$ cat config.mk
export PLATFORM = sky130hd
export DESIGN_NAME = digit_refresh_ctrl
export DESIGN_NICKNAME = d
export VERILOG_FILES = /design/src/rtl/digit_refresh_ctrl.sv
export SDC_FILE = /design/constraint.sdc
export NUM_CORES = 1
export LEC_CHECK = 0
export BUFFER_PORTS_ARGS = -buffer_cell sky130_fd_sc_hd__buf_4
export CAP_MARGIN = 15
export CORE_UTILIZATION = 55
export DETAILED_ROUTE_END_ITERATION = 16
export GPL_TIMING_DRIVEN = 0
export HOLD_SLACK_MARGIN = 0.15
export PLACE_DENSITY_LB_ADDON = 0.08
export SYNTH_ARGS = -nofsm -noshare
export SYNTH_HDL_FRONTEND = slang
export SYNTH_SLANG_ARGS = --single-unit
$ cat constraint.sdc
create_clock -name clk_i -period 3 [get_ports clk_i]
set_clock_uncertainty 0.15 [all_clocks]
set_input_delay 0.15 -clock clk_i [delete_from_list [all_inputs] [get_ports clk_i]]
set_output_delay 0.15 -clock clk_i [all_outputs]
set_load 0.01 [all_outputs]
$ cat src/rtl/digit_refresh_ctrl.sv
// Per-frame BCD digit fetcher: reads nine RTC bytes into a shadow bank,
// then commits all 18 digits to the text overlay in a single cycle.
// Ports: clk_i, reset_i (sync, active-high), frame_tick_i,
//   rd_req_o/rd_addr_o/rd_ack_i/rd_data_i (register read port),
//   digits_o (committed digits), upd_o, busy_o, timeout_o, overrun_o.
// Optional: DIGIT_REFRESH_BCD_CHECK_EN adds nibble validation and bcd_err_o.
module digit_refresh_ctrl #(
  parameter int N_BYTES     = 9,
  parameter int TIMEOUT_CYC = 255
) (
  input  logic                   clk_i,
  input  logic                   reset_i,
  input  logic                   frame_tick_i,
  output logic                   rd_req_o,
  output logic [3:0]             rd_addr_o,
  input  logic                   rd_ack_i,
  input  logic [7:0]             rd_data_i,
  output logic [8*N_BYTES-1:0]   digits_o,
  output logic                   upd_o,
  output logic                   busy_o,
  output logic                   timeout_o,
  output logic                   overrun_o
`ifdef DIGIT_REFRESH_BCD_CHECK_EN
  ,
  output logic                   bcd_err_o
`endif
);

  localparam int TW = $clog2(TIMEOUT_CYC + 1);
  localparam logic [TW-1:0] TO_LIM = TW'(TIMEOUT_CYC);
  localparam logic [3:0] LAST = 4'(N_BYTES - 1);

  typedef enum logic [1:0] {
    S_IDLE, S_REQ, S_NEXT, S_COMMIT
  } state_t;

  state_t              r_state;
  logic [3:0]          r_addr;
  logic [TW-1:0]       r_to_cnt;
  logic [TW-1:0]       w_to_inc;
  logic [7:0]          r_shadow [N_BYTES];
  logic [8*N_BYTES-1:0] w_shadow_flat;
  logic [8*N_BYTES-1:0] r_digits;
  logic [7:0]          w_cap;
  logic                r_req;
  logic                r_busy;
  logic                r_upd;
  logic                r_timeout;

  // Saturating increment so the counter can never wrap back to zero.
  always_comb begin
    w_to_inc = r_to_cnt;
    if (r_to_cnt != '1) w_to_inc = r_to_cnt + 1'b1;
  end

  always_comb begin
    w_shadow_flat = '0;
    for (int i = 0; i < N_BYTES; i++)
      w_shadow_flat[8*i +: 8] = r_shadow[i];
  end

`ifdef DIGIT_REFRESH_BCD_CHECK_EN
  logic [7:0] w_old;
  logic       w_bad_hi;
  logic       w_bad_lo;
  logic       r_bcd_flag;
  logic       r_bcd_err;

  // Invalid nibbles fall back to whatever is currently displayed.
  always_comb begin
    w_old = '0;
    for (int i = 0; i < N_BYTES; i++)
      if (r_addr == 4'(i)) w_old = r_digits[8*i +: 8];
    w_bad_hi = rd_data_i[7:4] > 4'd9;
    w_bad_lo = rd_data_i[3:0] > 4'd9;
    w_cap = {w_bad_hi ? w_old[7:4] : rd_data_i[7:4],
             w_bad_lo ? w_old[3:0] : rd_data_i[3:0]};
  end

  assign bcd_err_o = r_bcd_err;
`else
  assign w_cap = rd_data_i;
`endif

  always_ff @(posedge clk_i) begin
    if (reset_i) begin
      r_state   <= S_IDLE;
      r_addr    <= '0;
      r_to_cnt  <= '0;
      r_digits  <= '0;
      r_req     <= 1'b0;
      r_busy    <= 1'b0;
      r_upd     <= 1'b0;
      r_timeout <= 1'b0;
      for (int i = 0; i < N_BYTES; i++) r_shadow[i] <= '0;
`ifdef DIGIT_REFRESH_BCD_CHECK_EN
      r_bcd_flag <= 1'b0;
      r_bcd_err  <= 1'b0;
`endif
    end else begin
      r_upd <= 1'b0;
`ifdef DIGIT_REFRESH_BCD_CHECK_EN
      r_bcd_err <= 1'b0;
`endif
      unique case (r_state)
        S_IDLE: begin
          if (frame_tick_i) begin
            r_state  <= S_REQ;
            r_addr   <= '0;
            r_to_cnt <= '0;
            r_req    <= 1'b1;
            r_busy   <= 1'b1;
`ifdef DIGIT_REFRESH_BCD_CHECK_EN
            r_bcd_flag <= 1'b0;
`endif
          end
        end
        S_REQ: begin
          // An ack on the expiry cycle wins over the abort.
          if (rd_ack_i) begin
            r_shadow[r_addr] <= w_cap;
            r_req   <= 1'b0;
            r_state <= S_NEXT;
`ifdef DIGIT_REFRESH_BCD_CHECK_EN
            if (w_bad_hi || w_bad_lo) r_bcd_flag <= 1'b1;
`endif
          end else if (w_to_inc == TO_LIM) begin
            r_state   <= S_IDLE;
            r_req     <= 1'b0;
            r_busy    <= 1'b0;
            r_timeout <= 1'b1;
            r_addr    <= '0;
            r_to_cnt  <= '0;
          end else begin
            r_to_cnt <= w_to_inc;
          end
        end
        S_NEXT: begin
          r_to_cnt <= '0;
          if (r_addr == LAST) begin
            r_state  <= S_COMMIT;
            r_digits <= w_shadow_flat;
            r_upd    <= 1'b1;
`ifdef DIGIT_REFRESH_BCD_CHECK_EN
            r_bcd_err <= r_bcd_flag;
`endif
          end else begin
            r_addr  <= r_addr + 4'd1;
            r_req   <= 1'b1;
            r_state <= S_REQ;
          end
        end
        S_COMMIT: begin
          r_state <= S_IDLE;
          r_busy  <= 1'b0;
          r_addr  <= '0;
        end
        default: r_state <= S_IDLE;
      endcase
    end
  end

  assign rd_req_o  = r_req;
  assign rd_addr_o = r_addr;
  assign digits_o  = r_digits;
  assign upd_o     = r_upd;
  assign busy_o    = r_busy;
  assign timeout_o = r_timeout;
  // Flagged in the same cycle the rejected tick is presented.
  assign overrun_o = frame_tick_i & r_busy;

endmodule

==> results.yml <==
place:
  place_inst: 861
  gp_congestion: 0.8114
  place_ws_ns: 0.2175
  dpl_cell_area_um2: 7247
  port_buffers: 92
  dp_hpwl_um: 9657
die:
  die_w_um: 109.7
  dieArea_um2: 12040
  std_cell_rows: 38
  die-height_um: 109.7
  start_util: 0.5760
  core-area_um2: 11080
  ios: 93
clock_tree:
  cts-root-buf: "clkbuf_16"
  cts_buffer_depth: 2
  numCtsBuffers: 17
  clk_pin_slew_ns: 0.06
  worstSkewPairLatency_ns: 0.43
  htreeDepth: 4
  cts_tree: "done"
  clock_sinks: 162
synth:
  yosys.area.top_type: "edfxtp_1"
  async_flop_share: 0
  syn-cell-area_um2: 6381
  ys.flop_type: "dfxtp_1"
  synth_edf_count: 72
  yosysUniqueCellTypes: 51
  synth_most_common_cell: "nand2_1"
  syn-mean-instance-area_um2: 10.14
  synth_common_cells: "nand2_1, dfxtp_1, a21oi_1, edfxtp_1, and2_1"
  ys_seq_area_frac: 0.6212
  postSynthCellCount: 629
  ys_warn_count: 0
  ys_seq_elements: 162
  synth_area_leaders: "edfxtp_1, dfxtp_1, nand2_1, a21oi_1, and2_1"
  synth_fp_nets: 646
  synth.top_cell.area_share: 0.3388
setup_path:
  cp.required_ns: 2.96
  crit_start: "r_state[0]$_SDFFE_PP0P_"
  rr_startpoint: "r_state[0]$_SDFFE_PP0P_"
  cp-end-kind: "register"
  crit_type: "register to register"
  critPathLaunchType: "register"
  cp_data_arrival_time_ns: 2.74
  cp_max_fo: 10
power:
  p_total_mw: 4.815
  net-switching-power_mw: 1.025
  internal-power_mw: 3.790
  power_frac_seq: 0.490
  swShare: 0.2128
  power.density_nw_per_um2: 603.9
  power_frac_clock: 0.469
  p_leak_nw: 3.133
  peakVddDrop_uv: 445.4
  combinationalPowerShare: 0.040
global_route:
  grt_pass1_vias: 4488
  grt_overflow: 0
  antenna_found_initial: 0
  grt_max_degree: 17
  track_usage: 0.2635
  grt_pass1_wl_um: 23120
timing:
  whs_ns: 0.2541
  worst_pin_slew_ns: 0.8288
  min_period_over_period: 0.9253
  layout_setup_ws_ns: 0.2240
  slew_viol_final: 0
  setup_violations: 0
  rsz0062_at_grt: "false"
  fmax_mhz: 360.2
  slew_headroom: 0.4432
  finalHoldViolations: 0
  setup_tns_ns: 0
  fin_crit_ns: 2.776
detailed_routing:
  dr.pass1.iters: 5
  routed_wl_um: 14680
  drtIter0Drc: 400
  ant_nets: 0
  drc_errors: 0
  vias: 4910
  wl_per_cell_um: 16.23
  viasPerCell: 5.431
outcome:
  status: "complete, no violations"
layout:
  final_net_count: 768
  instances_no_fill: 904
  drive_gt1_frac: 0.2003
  design_area_um2: 7973
  diodes: 0
  area_delta_synth_final_pct: 24.94
  final_util: 0.7197
flow_run:
  max_cap_violations: 0
worst_hold_path:
  hp-start: "reset_i"
  hold_class: "primary input to register"
## cell type report
class | instances | area, um^2
Inverter | 8 | 30.03
Buffer | 44 | 195.2
Clock buffer | 17 | 425.4
Timing Repair Buffer | 103 | 800.8
Tap cell | 140 | 175.2
Multi-Input combinational cell | 415 | 2195
Fill cell | 828 | 3105
Clock inverter | 15 | 187.7
Sequential cell | 162 | 3964
## logic make-up after synthesis
kind of cell,Yosys count,synth area share
DFF,162,0.6212
buffers and inverters,52,0.03529
adders and majority gates,5,0.009804
xor gates and xnor gates,1,0.001373
AOI/OAI and AO/OA,123,0.1147
and+or+nand+nor,286,0.2176
## metal layers
layer / up-vias / GRT usage / wire length, um
li1: 2413 / - / -
met1: 2305 / 0.3465 / 6422
met2: 162 / 0.4214 / 7120
met3: 30 / 0.06876 / 841
met4: 0 / 0.09524 / 290
met5: - / 0 / 0
## power groups by stage
stage | sequential (mW) | clock, mW | combinational (mW)
CTS | 2.36 | 2.27 | 0.193
detailed placement | 2.41 | 0 | 0.179
floorplan | 2.40 | 0 | 0.101
global route | 2.36 | 2.37 | 0.212
global placement | 2.41 | 0 | 0.173
finish | 2.36 | 2.26 | 0.194
## layout by cell type (no fill, tap or decap), types with 10 or more instances in the layout
| master | n |
|---|---|
| edfxtp_1 | 72 |
| dlygate4sd3_1 | 11 |
| and2_1 | 41 |
| and3_1 | 37 |
| nand2_1 | 156 |
| buf_2 | 11 |
| clkbuf_16 | 17 |
| a21oi_1 | 84 |
| buf_4 | 94 |
| dfxtp_1 | 90 |
| nand4_1 | 10 |
| nor2_1 | 10 |
| clkbuf_1 | 29 |
## sequential cells by signal (all words and copies together) (netlist names)
register	cells
timeout_o	1
r_to_cnt	8
digits_o	72
rd_addr_o	4
rd_req_o	1
r_state	2
busy_o	1
upd_o	1
r_shadow	72
## path summary, 6_finish.rpt
path         depth (start not counted)                           end  slack (ns)
min                                  4  r_shadow[0][4]$_SDFFCE_PN0P_        0.25
max reg2reg                          9  r_shadow[7][6]$_SDFFCE_PN0P_        0.22
max                                  9  r_shadow[7][6]$_SDFFCE_PN0P_        0.22
min reg2reg                          2     digits_o[34]$_SDFFE_PP0P_        0.30
## critical path: stages (launching register included)
cell      delay, ns
dfxtp_1        0.31
buf_4          0.14
inv_1          0.09
nor2_1         0.14
nand2_1        0.15
nor3_1         0.35
clkbuf_2       0.26
and3_1         0.20
clkbuf_1       0.34
or2_2          0.33
## what timing repair did
item,in CTS,in global routing
endpoints found under the hold margin,78,0
hold buffers,11,0
setup endpoints to repair,0,1
resized for setup,0,1
setup buffers,0,0
(Power assumes the default switching activity.)
